[config.mk]
export PLATFORM = sky130hd
export DESIGN_NAME = pin_rr_arbiter
export DESIGN_NICKNAME = d
export VERILOG_FILES = /design/src/rtl/pin_arb_pkg.sv /design/src/rtl/pin_rr_arbiter_rr_select.sv /design/src/rtl/pin_rr_arbiter.sv
export SDC_FILE = /design/constraint.sdc
export NUM_CORES = 1
export LEC_CHECK = 0
export CAP_MARGIN = 0
export CORE_MARGIN = 10
export CORE_UTILIZATION = 39
export DETAILED_ROUTE_END_ITERATION = 8
export GPL_ROUTABILITY_DRIVEN = 0
export PLACE_DENSITY_LB_ADDON = 0.25
export SLEW_MARGIN = 20
export SYNTH_ARGS = -nofsm -noshare
export SYNTH_HDL_FRONTEND = slang
export SYNTH_SLANG_ARGS = --single-unit
[constraint.sdc]
create_clock -name clk -period 3.1 [get_ports clk]
set_input_delay 0.775 -clock clk [delete_from_list [all_inputs] [get_ports clk]]
set_output_delay 0.775 -clock clk [all_outputs]
set_load 0.02 [all_outputs]
[src/rtl/pin_arb_pkg.sv]
// Shared types, limits and helpers for the round-robin pin-combine arbiter.
package pin_arb_pkg;

    typedef enum logic [1:0] {
        IDLE  = 2'd0,
        GRANT = 2'd1,
        DONE  = 2'd2
    } arb_state_e;

    localparam int NUM_REQ_MIN = 2;
    localparam int NUM_REQ_MAX = 16;
    localparam int HOLD_MIN    = 1;
    localparam int HOLD_MAX    = 15;
    localparam int HOLD_W      = 4;

    // Index width that never collapses to zero bits for tiny requester counts.
    function automatic int clog2_min1(input int n);
        return (n <= 2) ? 1 : $clog2(n);
    endfunction

endpackage

[src/rtl/pin_rr_arbiter_rr_select.sv]
// Combinational round-robin pick: first set request at or after rr_ptr,
// with one optional index masked out.
module rr_select
    import pin_arb_pkg::*;
#(
    parameter int NUM_REQ = 4,
    parameter int ID_W    = clog2_min1(NUM_REQ)
) (
    input  logic [NUM_REQ-1:0] req,
    input  logic [ID_W-1:0]    rr_ptr,
    input  logic [ID_W-1:0]    mask_idx,
    input  logic               mask_en,
    output logic               any_req,
    output logic [ID_W-1:0]    winner
);

    logic [NUM_REQ-1:0] masked;
    int                 idx;

    // NOTE: every signal driven here gets a default first so no latch is inferred.
    always_comb begin
        masked = req;
        for (int i = 0; i < NUM_REQ; i++) begin
            if (mask_en && (ID_W'(i) == mask_idx)) begin
                masked[i] = 1'b0;
            end
        end
        any_req = |masked;

        // Scan offsets from far to near so the nearest set bit is written last.
        winner = '0;
        idx    = 0;
        for (int i = NUM_REQ - 1; i >= 0; i--) begin
            idx = int'(rr_ptr) + i;
            if (idx >= NUM_REQ) begin
                idx = idx - NUM_REQ;
            end
            if (masked[idx]) begin
                winner = ID_W'(idx);
            end
        end
    end

endmodule

[src/rtl/pin_rr_arbiter.sv]
// Round-robin sequencer sharing one registered pin_a | pin_b combine stage;
// granted operands are held HOLD_CYCLES cycles so the combine is multicycle.
module pin_rr_arbiter
    import pin_arb_pkg::*;
#(
    parameter int NUM_REQ     = 4,
    parameter int DATA_W      = 8,
    parameter int HOLD_CYCLES = 2
) (
    input  logic                       clk,
    input  logic                       rst_n,
    input  logic [NUM_REQ-1:0]         req,
    input  logic [NUM_REQ*DATA_W-1:0]  pin_a,
    input  logic [NUM_REQ*DATA_W-1:0]  pin_b,
    output logic [NUM_REQ-1:0]         gnt,
    output logic [NUM_REQ-1:0]         ack,
    output logic                       out_valid,
    output logic [DATA_W-1:0]          out_data,
    output logic [$clog2(NUM_REQ)-1:0] out_id,
    output logic                       busy
);

    localparam int                ID_W      = clog2_min1(NUM_REQ);
    localparam logic [HOLD_W-1:0] HOLD_LAST = HOLD_W'(HOLD_CYCLES - 1);

    if (NUM_REQ < NUM_REQ_MIN || NUM_REQ > NUM_REQ_MAX ||
        HOLD_CYCLES < HOLD_MIN || HOLD_CYCLES > HOLD_MAX) begin : g_param_check
        $error("pin_rr_arbiter: NUM_REQ or HOLD_CYCLES out of range");
    end

    arb_state_e          state_q, state_n;
    logic [ID_W-1:0]     winner_q, winner_n;
    logic [ID_W-1:0]     rr_ptr_q, rr_ptr_n;
    logic [HOLD_W-1:0]   hold_q, hold_n;
    logic [NUM_REQ-1:0]  gnt_q, gnt_n;
    logic [NUM_REQ-1:0]  ack_q, ack_n;
    logic                out_valid_q, out_valid_n;
    logic [DATA_W-1:0]   out_data_q, out_data_n;
    logic [ID_W-1:0]     out_id_q, out_id_n;

    logic [ID_W-1:0]     ptr_inc;
    logic [ID_W-1:0]     sel_ptr;
    logic                sel_any;
    logic [ID_W-1:0]     sel_winner;

    // Explicit wrap: NUM_REQ need not be a power of two.
    assign ptr_inc = (winner_q == ID_W'(NUM_REQ - 1)) ? '0 : winner_q + 1'b1;
    // In DONE the pointer is already advancing, so arbitrate from its new value.
    assign sel_ptr = (state_q == DONE) ? ptr_inc : rr_ptr_q;

    rr_select #(
        .NUM_REQ (NUM_REQ),
        .ID_W    (ID_W)
    ) u_rr_select (
        .req      (req),
        .rr_ptr   (sel_ptr),
        .mask_idx (winner_q),
        .mask_en  (state_q == DONE),
        .any_req  (sel_any),
        .winner   (sel_winner)
    );

    always_comb begin
        state_n     = state_q;
        winner_n    = winner_q;
        rr_ptr_n    = rr_ptr_q;
        hold_n      = '0;
        gnt_n       = '0;
        ack_n       = '0;
        out_valid_n = 1'b0;
        out_data_n  = out_data_q;
        out_id_n    = out_id_q;

        unique case (state_q)
            IDLE: begin
                if (sel_any) begin
                    state_n           = GRANT;
                    winner_n          = sel_winner;
                    gnt_n[sel_winner] = 1'b1;
                end
            end
            GRANT: begin
                if (!req[winner_q]) begin
                    state_n = IDLE;
                end else if (hold_q == HOLD_LAST) begin
                    state_n         = DONE;
                    ack_n[winner_q] = 1'b1;
                    out_valid_n     = 1'b1;
                    out_data_n      = pin_a[winner_q*DATA_W +: DATA_W]
                                    | pin_b[winner_q*DATA_W +: DATA_W];
                    out_id_n        = winner_q;
                end else begin
                    hold_n          = hold_q + 1'b1;
                    gnt_n[winner_q] = 1'b1;
                end
            end
            DONE: begin
                rr_ptr_n = ptr_inc;
                if (sel_any) begin
                    state_n           = GRANT;
                    winner_n          = sel_winner;
                    gnt_n[sel_winner] = 1'b1;
                end else begin
                    state_n = IDLE;
                end
            end
            default: state_n = IDLE;
        endcase
    end

    // NOTE: sequential state uses non-blocking assignments so all registers update together.
    always_ff @(posedge clk or negedge rst_n) begin
        if (!rst_n) begin
            state_q     <= IDLE;
            winner_q    <= '0;
            rr_ptr_q    <= '0;
            hold_q      <= '0;
            gnt_q       <= '0;
            ack_q       <= '0;
            out_valid_q <= 1'b0;
            out_data_q  <= '0;
            out_id_q    <= '0;
        end else begin
            state_q     <= state_n;
            winner_q    <= winner_n;
            rr_ptr_q    <= rr_ptr_n;
            hold_q      <= hold_n;
            gnt_q       <= gnt_n;
            ack_q       <= ack_n;
            out_valid_q <= out_valid_n;
            out_data_q  <= out_data_n;
            out_id_q    <= out_id_n;
        end
    end

    assign gnt       = gnt_q;
    assign ack       = ack_q;
    assign out_valid = out_valid_q;
    assign out_data  = out_data_q;
    assign out_id    = out_id_q;
    assign busy      = (state_q != IDLE);

endmodule
==> flow_summary.toml <==
[power_and_ir_drop]
p_comb_share_pct = 53.3
power_frac_seq_pct = 31.1
vdd_drop_max_mv = 0.277
p_sw_share_pct = 39.6
power_density_mw_per_mm2 = 721
leakagePower_nw = 1.12
p_int_mw = 1.15
p_sw_mw = 0.753
clkPwrFrac_pct = 15.5

[setup_path]
cp_cell_sequence = "clkdlybuf4s50_1 > mux4_2 > nand3b_1 > or2_1 > buf_4 > o21ai_0"
cpLargestDelayFamily = "buffers and inverters"
cpMaxStageDelayCell = "mux4_2"
path_class = "in -> reg"
required_ns = 3.25
crit_buf_inv = 2
start_kind = "input port"
path_max_fanout = 20
arrival_ns = 2.52
crit_path_end_kind = "register"
max_stage_delay_ns = 0.48

[clock_tree]
clk_pin_slew_ns = 0.06
hold_buffers = 0
cts.sinks = 29
htreeDepth = 2
cts_resized = 0
clk_latency_ns = 0.28
root_buffer = "clkbuf_8"
clockBufferDepth = 2
cts_tree = "built"
cts_inserted_buffers = 5
post_cts_buffers = 0

[grt]
grt_pass1_vias = 1668
grt-ovfl-total = 0
grt_max_degree = 33
antenna_found_initial = 0
grtUsageTotal_pct = 13.8
grt_pass1_wl_um = 8050

[finish]
layout_common_cells = "clkdlybuf4s50_1, dfrtp_1, nor2_1"
n_fill_cell = 349
antennaDiodeCount = 0
syn2layout_area_growth_pct = 62.5
final_common_cell = "clkdlybuf4s50_1"
nNetsFinal = 345
finalInstanceArea_mm2 = 0.00264
layout-drive-gt1-share_pct = 8.46

[timing]
setup_viol = 0
hold_viol_final = 0
drv_slew = 0
tightest_slew_ns = 0.397
fin_crit_ns = 2.37
slew_headroom_pct = 73.5
clock_skew_ns = 0.00710
clock.fmax_mhz = 422
finalCritPeriodShare_pct = 76.4
fin_tns_setup_ns = 0
rsz0062_at_grt = "false"

[run]
maxCapViolCount = 0

[synthesis]
synth_nets = 253
synth-async-reset-ratio_pct = 100
ys_types = 38
avgSynthCellArea_um2 = 9.08
yosys_warnings = 0
ys_seq_area_share_pct = 44.6
netlist_area_mm2 = 0.00163
synth_edf_count = 0
ys.flop_type = "dfrtp_1"
ys_ff_latch = 29
syn_inst = 179

[floorplanning]
die_area_mm2 = 0.00715
placeableCoreArea_mm2 = 0.00403
start_util_pct = 40.3
die_height_um = 84.6
row_count = 23
die_w_um = 84.6
pin_count = 90

[place]
placed_area_mm2 = 0.00256
post-dp-hpwl_um = 4170
io_buffers = 89

[status]
status = "completed"

[drt]
num_vias = 1605
vias_per_cell = 4.98
drt_iter0_markers = 41
wl_per_cell_um = 15.5
drt_wl_total_um = 4990
ant_nets = 0
drc = 0
drtPass1Iterations = 4

[worst_hold_path]
hp-class = "reg -> reg"
-- path summary, 6_finish.rpt --
kind	startpoint	endpoint	slack, ns	cells past startpoint
max	req[2]	out_data[1]$_DFFE_PN0P_	0.73	6
min	out_data[4]$_DFFE_PN0P_	out_data[4]$_DFFE_PN0P_	0.49	2
max reg2reg	winner_q[0]$_DFFE_PN0P_	winner_q[0]$_DFFE_PN0P_	0.89	7
min reg2reg	out_data[4]$_DFFE_PN0P_	out_data[4]$_DFFE_PN0P_	0.49	2
max in group asynchronous	rst_n	out_id[1]$_DFFE_PN0P_	1.96	2
min in group asynchronous	rst_n	winner_q[1]$_DFFE_PN0P_	0.87	2
-- cell families after synthesis --
| logic type | share of synthesized area [%] |
|---|---|
| compound gates | 19.7 |
| xor+xnor | 1.08 |
| fa+ha+maj | 3.08 |
| buf+inv | 5.62 |
| flops | 44.6 |
| mux | 5.93 |
| simple gates | 19.9 |
-- metal layers --
layer,vias up,wire [um],global-route usage (%)
met5,-,0,0
met4,0,77,6.29
met3,5,937,11.3
met2,84,2100,19.9
met1,707,1880,14.1
li1,809,-,-
-- per-stage QoR --
| stage | hold WS [ns] | cells | worst slack [ns] | power, mW | util [%] |
|---|---|---|---|---|---|
| 3_5_place_dp | 0.479 | 314 | 0.433 | 1.63 | 63.5 |
| 2_1_floorplan | 0.479 | 179 | 0.706 | 1.22 | - |
| 4_1_cts | 0.493 | 322 | 0.744 | 1.93 | 65.6 |
| 5_1_grt | 0.512 | 322 | 0.629 | 2.05 | 65.6 |
| 6_report | 0.485 | 322 | 0.732 | 1.90 | 65.6 |
| 3_3_place_gp | 0.468 | 314 | 0.526 | 1.61 | 63.5 |
-- worst register-to-register path: stages (launching register included) --
cell and delay [ns]:
dfrtp_1 0.49, inv_1 0.13, ha_1 0.34, mux2i_4 0.26, mux2_4 0.34, o2bb2ai_2 0.16, a31oi_2 0.08, mux2_2 0.29
-- cell usage after synthesis, types with 2 or more instances --
| library cell | count | area share [%] |
|---|---|---|
| a211oi_1 | 8 | 3.7 |
| inv_1 | 9 | 2.1 |
| clkbuf_1 | 3 | 0.69 |
| nor2b_1 | 2 | 0.77 |
| buf_4 | 2 | 0.92 |
| nand2b_1 | 2 | 0.77 |
| nor2_1 | 25 | 5.8 |
| dfrtp_1 | 29 | 45 |
| a21oi_1 | 16 | 4.9 |
| nand2_1 | 16 | 3.7 |
| nor3_1 | 16 | 4.9 |
| or2_2 | 2 | 0.77 |
| ha_1 | 4 | 3.1 |
| o21ai_0 | 8 | 2.5 |
| buf_6 | 2 | 1.4 |
| a32o_1 | 2 | 1.2 |
| nand3b_1 | 2 | 0.92 |
| mux2_4 | 2 | 1.8 |
| o21ai_1 | 9 | 2.8 |
| and2_1 | 2 | 0.77 |
-- final cells by class --
type                            count  area, um^2  area share (%)
Clock buffer                        6        72.6            2.75
Clock inverter                      2        10.0           0.379
Inverter                            9        33.8            1.28
Multi-Input combinational cell    132         808            30.6
Sequential cell                    29         726            27.5
Tap cell                           50        62.6            2.37
Timing Repair Buffer               94         928            35.1
-- power groups by stage --
stage          Clock [mW]  Combinational, mW  Sequential [mW]
2_1_floorplan           0              0.525            0.690
3_3_place_gp            0               1.02            0.598
3_5_place_dp            0               1.03            0.602
4_1_cts             0.302               1.03            0.596
5_1_grt             0.320               1.12            0.610
6_report            0.296               1.02            0.593
-- flip-flops by register name, summed over array words and instances, names as in the netlist --
| register | flops |
|---|---|
| gnt | 4 |
| out_valid | 1 |
| ack | 4 |
| state_q | 2 |
| hold_q | 4 |
| out_data | 8 |
| out_id | 2 |
| winner_q | 2 |
| rr_ptr_q | 2 |
Note: power is estimated with default switching activity, not from simulation.
==> RTL change 1: new RTL, same flow settings <==
Make the reset (`rst_n`) synchronous in one clocked block.
--- a/src/rtl/pin_rr_arbiter.sv
+++ b/src/rtl/pin_rr_arbiter.sv
@@ -110,5 +110,5 @@
 
     // NOTE: sequential state uses non-blocking assignments so all registers update together.
-    always_ff @(posedge clk or negedge rst_n) begin
+    always_ff @(posedge clk) begin
         if (!rst_n) begin
             state_q     <= IDLE;
Formal check against the unedited RTL: differs if rst_n is asserted again (counterexample within 4 cycles, from zero or initial values and one cycle with rst_n low); with rst_n held inactive, the same outputs for 10 cycles.
==> RTL change 1 against the original RTL <==
  * Via count increased by 2.4%
  * Cell area is 3.1% lower
  * Sequential cell count unchanged
  * Sequential share of layout area down 4.8 points
  * Non-clock buffer count is 1 higher
  * Worst setup slack worse by 0.079 ns
  * Die area decreased by 4.7%
  * Area after synthesis decreased by 6.1%
  * Routed wire length grew 3.1%
  * Critical path depth up 1
  * Hold slack worse by 0.011 ns
  * Global-route usage is 1.3 points higher
  * Critical path type is now reg2reg
  * Critical endpoint is now gnt[3]$_SDFF_PN0_
  * Highest routed layer unchanged
Power is not compared: it rests on default switching activity, and its combinational part moved more than twofold at a synthesized area within 25%.
==> RTL change 1: results (changes against the original RTL) <==
----------------------------------------------------
[Place]
  Post-placement cell area ... 2480 sq um (-3.2%)
  DP Wirelength ... 4210 um (+1.0%)

[Timing]
  Final Skew ... 0.00553 ns (-0.00157 ns)
  Fin Hold WS ... 0.474 ns (-0.0108 ns)
  Slew of the pin with the lowest slew margin ... 0.456 ns (+0.0596 ns)

[Detailed routing]
  Average wire length per cell after detail routing ... 16.8 um (+8.5%)
  Aggregate routed wire length ... 5150 um (+3.1%)
  Number of iterations in the first detailed-routing pass ... 4 (unchanged)
  Vias per std cell ... 5.37 (+7.8%)

[Worst hold path]
  Endpoint with the worst hold slack ... hold_q[0]$_SDFF_PP0_
  Min-delay src ... hold_q[0]$_SDFF_PP0_
  Number of cells traversed by the worst hold path ... 1 (-1)

[Final layout]
  Fraction of layout instances using a drive strength above 1 ... 8.53% (+0.071 points)
  Layout Nets ... 334 (-3.2%)

[Synth]
  Synth area leaders ... dfxtp_1 (38%), o311ai_0 (9.2%), o211a_1 (5.9%)
  Count of different cell masters after synthesis ... 39 (+2.6%)
  Per-instance average area after synthesis ... 9.25 sq um (+1.9%)
  Portion of the post-synthesis area used by sequential elements ... 38.0% (-6.6 points)
  Share of async-settable or async-resettable flops after synthesis ... 0% (-100 points)
  Commonest cells post-synth ... dfxtp_1 (29), nor3_1 (16), o311ai_0 (16)

[Setup path]
  Reg-to-Reg Start ... winner_q[1]$_SDFFE_PN0P_
  Internal reg-to-reg setup slack ... 0.65 ns (-0.24 ns)
  Highest fanout seen on the critical path ... 12 (-40%)
  R2R Path End ... gnt[3]$_SDFF_PN0_
  Data arrival time of the critical path ... 2.63 ns (+0.11 ns)

[Outcome]
  Outcome ... complete, no violations

[GRT]
  Number of global-route vias before repair ... 1644 (-1.4%)
  Initial antenna violation count ... 0 (unchanged)
  Largest net degree at the start of global routing ... 26 (-21%)
  Global-route total usage across every layer ... 15.0% (+1.3 points)
  First-pass GRT wire length ... 7860 um (-2.3%)

[Clock network]
  Clk root buf ... clkbuf_8
  Clock tree buffer depth ... 2 (unchanged)
  CTS clk-pin slew, worst paths ... 0.06 ns (about the same)

----------------------------------------------------
==> RTL change 1: final cells by class <==
class	instances	area, sq um
fillers	324	1160
clock buffers	6	72.6
clock inverters	2	10.0
well taps	48	60.1
multi-input cells	122	886
repair buffers	95	936
flip-flops and latches	29	581
inverters	4	15.0
==> RTL change 1: worst max path at each step <==
| stage | cells after the start | endpoint | startpoint |
|---|---|---|---|
| 2_1_floorplan | 9 | gnt[2]$_SDFF_PN0_ | winner_q[0]$_SDFFE_PN0P_ |
| 3_3_place_gp | 7 | gnt[2]$_SDFF_PN0_ | req[2] |
| 3_5_place_dp | 7 | winner_q[1]$_SDFFE_PN0P_ | req[2] |
| 4_1_cts | 7 | gnt[3]$_SDFF_PN0_ | winner_q[1]$_SDFFE_PN0P_ |
| 5_1_grt | 7 | gnt[3]$_SDFF_PN0_ | winner_q[1]$_SDFFE_PN0P_ |
| 6_report | 7 | gnt[3]$_SDFF_PN0_ | winner_q[1]$_SDFFE_PN0P_ |
==> RTL change 1: metal layers <==
layer	wire, um	vias up	global-route usage (%)
met2	2440	68	23.3
met4	75	0	4.35
met3	602	10	9.72
met1	2030	754	16.6
li1	-	812	-
met5	0	-	0
==> RTL change 1: stage by stage <==
step	power, mW	setup WS (ns)	utilization [%]
floorplan	0.469	0.396	-
global placement	0.591	0.611	66.7
detailed placement	0.593	0.592	66.7
CTS	0.881	0.670	68.9
global route	0.913	0.484	68.9
finish	0.876	0.653	68.9
==> RTL change 1: logic make-up (layout without fill, tap and decap cells) <==
group	Yosys count	in the layout	synth area share [%]
fa+ha+maj	7	7	5.74
simple gates	63	63	22.2
xor+xnor	2	2	1.15
flops	29	29	38.0
compound gates	44	44	24.7
buf+inv	14	107	3.93
mux	6	6	4.26
==> RTL change 1: power by group through the flow <==
stage	logic (mW)	clock network [mW]	registers [mW]
2_1_floorplan	0.0651	0	0.404
4_1_cts	0.194	0.295	0.391
3_3_place_gp	0.192	0	0.399
6_report	0.192	0.292	0.392
3_5_place_dp	0.194	0	0.399
5_1_grt	0.207	0.313	0.393
==> RTL change 1: critical path, stage by stage (launching register included) <==
cell	delay (ns)
dfxtp_1	0.60
inv_1	0.16
ha_1	0.29
mux2_4	0.29
o211a_1	0.25
a21boi_0	0.13
a311o_2	0.38
o31ai_1	0.26
==> RTL change 2: new RTL, config.mk and constraints unchanged <==
Without the edit above. `DATA_W`: 8 -> 6.
--- a/src/rtl/pin_rr_arbiter.sv
+++ b/src/rtl/pin_rr_arbiter.sv
@@ -5,5 +5,5 @@
 #(
     parameter int NUM_REQ     = 4,
-    parameter int DATA_W      = 8,
+    parameter int DATA_W      = 6,
     parameter int HOLD_CYCLES = 2
 ) (
Interface: changed (resized out_data, pin_a and pin_b); port bits go from 90 to 72. The function was not compared with the original's and may differ.
==> RTL change 2 against the original RTL <==
  * Routed wire length down 13%
  * Sequential cell count down 2
  * Sequential share of layout area up 2.0 points
  * Fmax up 0.34%
  * Power down 14%
  * Worst setup slack better by 0.0079 ns
  * Synthesized cell count down 11%
  * Area after synthesis down 9.0%
  * Clock power down 34%
  * Sequential power down 8.3%
  * First-iteration DRC count up 76%
  * Via count down 14%
  * Cell area down 13%
==> RTL change 2: results (changes against the original RTL) <==
----------------------------------------------------
[Clock network]
  Worst-skew pair later-pin latency ... 0.27 ns
  Post-cts repair resize count ... 0 (unchanged)
  H-Tree Depth ... 1 (-1)
  Clk root buf ... clkbuf_8
  CTS clk-pin slew, worst paths ... 0.09 ns (+0.03 ns)
  Clock tree buffer depth ... 2 (unchanged)
  Number of buffers inserted by post-CTS setup repair ... 0 (unchanged)
  Total CTS buffers ... 3 (-2)

[Final layout]
  Fraction of layout instances using a drive strength above 1 ... 9.48% (+1.0 points)
  Filler cell count in the final layout ... 329 (-5.7%)
  Number of flip-flops under the largest register name ... 6 (-2)
  Layout Nets ... 292 (-15%)

[Synth]
  Commonest cells post-synth ... dfrtp_1 (27), nor2_1 (27), a21oi_1 (19)
  Synth area leaders ... dfrtp_1 (46%), nor2_1 (6.9%), a21oi_1 (6.4%)
  Portion of the post-synthesis area used by sequential elements ... 45.7% (+1.0 points)
  Yosys Warn Count ... 0 (unchanged)
  Share of async-settable or async-resettable flops after synthesis ... 100% (unchanged)
  Synthesized netlist net count ... 218 (-14%)

[Timing]
  Slew of the pin with the lowest slew margin ... 0.524 ns (+0.127 ns)
  Final Skew ... 0.00429 ns (-0.00281 ns)

[Setup path]
  Setup crit start ... state_q[0]$_DFFE_PN0P_
  Reg-to-Reg Start ... winner_q[0]$_DFFE_PN0P_
  Internal reg-to-reg setup slack ... 0.99 ns (+0.10 ns)
  Critical path capture point ... busy
  Crit path largest cell delay ... 0.54 ns (+0.06 ns)
  Highest fanout seen on the critical path ... 5 (-75%)
  Data arrival time of the critical path ... 1.59 ns (-0.93 ns)
  Slowest cell on crit path ... clkdlybuf4s50_1
  R2R Path End ... gnt[2]$_DFF_PN0_
  R2R depth ... 7 (unchanged)

[Outcome]
  Outcome ... complete, no violations

[Detailed routing]
  Number of iterations in the first detailed-routing pass ... 4 (unchanged)
  Iteration-0 DRC Markers ... 72 (+76%)
  Aggregate routed wire length ... 4340 um (-13%)
  Vias per std cell ... 4.95 (-0.62%)

[GRT]
  Number of global-route vias before repair ... 1356 (-19%)
  First-pass GRT wire length ... 6820 um (-15%)
  Largest net degree at the start of global routing ... 28 (-15%)
  Global-route total usage across every layer ... 13.0% (-0.79 points)
  Initial antenna violation count ... 0 (unchanged)

[Worst hold path]
  Hold WC Path Type ... reg2reg
  Number of cells traversed by the worst hold path ... 1 (-1)

[Power]
  Leak Pwr ... 0.943 nW (-16%)
  Max rail drop VDD ... 0.000358 V (+29%)

[Place]
  DP Wirelength ... 3600 um (-14%)
  Count of buffers from port buffering ... 71 (-20%)

----------------------------------------------------
-- RTL change 2: cell types whose count changed after synthesis, sizes merged, moves of 2 or more --
cell and change:
buf -4, inv -4, a32o -2, dfrtp -2, a21oi +3, nor2 +3, o21ai -8, mux2i +3
a211oi -2, nand2 -6
-- RTL change 2: cells by family after synthesis --
| kind of cell | after synthesis | share of synthesized area, % |
|---|---|---|
| compound gates | 42 | 17.5 |
| fa+ha+maj | 5 | 4.23 |
| mux | 8 | 6.18 |
| simple gates | 65 | 21.9 |
| xor+xnor | 2 | 1.18 |
| buf+inv | 10 | 3.30 |
| flops | 27 | 45.7 |
-- RTL change 2: routing by layer --
metal	part of all wire, %	global-route usage, %	vias up
met3	11	3.82	5
li1	-	-	701
met2	38	18.6	66
met1	50	18.3	615
met5	0	0	-
met4	1.1	4.08	0
-- RTL change 2: power by group --
part,switching [mW],total [mW],leakage [nW],internal (mW)
logic,0.489,0.903,0.575,0.414
registers,0.0788,0.544,0.342,0.465
clock network,0.106,0.196,0.0255,0.0901
-- RTL change 2: cell type report --
class,count,area (sq um),share of cell area (%)
multi-input cells,122,754,33.0
repair buffers,74,733,32.0
flip-flops and latches,27,676,29.5
well taps,48,60.1,2.62
clock buffers,3,41.3,1.80
inverters,5,18.8,0.820
clock inverters,1,5.00,0.219
-- RTL change 2: worst max-delay path, delay by kind of cell (launching register included) --
family,cells,cell delay [ns]
simple gates,1,0.32
flops,1,0.45
buf+inv,1,0.54
-- RTL change 2: how the worst min path moves through the flow --
stage / start / to / slack (ns)
2_1_floorplan: rst_n / ack[0]$_DFF_PN0_ / 0.48
3_3_place_gp: out_id[0]$_DFFE_PN0P_ / out_id[0]$_DFFE_PN0P_ / 0.49
3_5_place_dp: out_id[0]$_DFFE_PN0P_ / out_id[0]$_DFFE_PN0P_ / 0.50
4_1_cts: out_id[0]$_DFFE_PN0P_ / out_id[0]$_DFFE_PN0P_ / 0.52
5_1_grt: rr_ptr_q[0]$_DFF_PN0_ / rr_ptr_q[0]$_DFF_PN0_ / 0.55
6_report: out_id[0]$_DFFE_PN0P_ / out_id[0]$_DFFE_PN0P_ / 0.51
-- RTL change 2: per-stage QoR --
| step | hold slack (ns) | setup slack, ns | cells | total power [mW] | cell area [sq um] |
|---|---|---|---|---|---|
| finish | 0.514 | 0.740 | 280 | 1.64 | 2290 |
| detailed placement | 0.498 | 0.516 | 276 | 1.46 | 2240 |
| global placement | 0.493 | 0.582 | 276 | 1.45 | 2240 |
| global route | 0.551 | 0.673 | 280 | 1.77 | 2290 |
| floorplan | 0.479 | 0.912 | 159 | 1.10 | 1480 |
| CTS | 0.519 | 0.724 | 280 | 1.66 | 2290 |
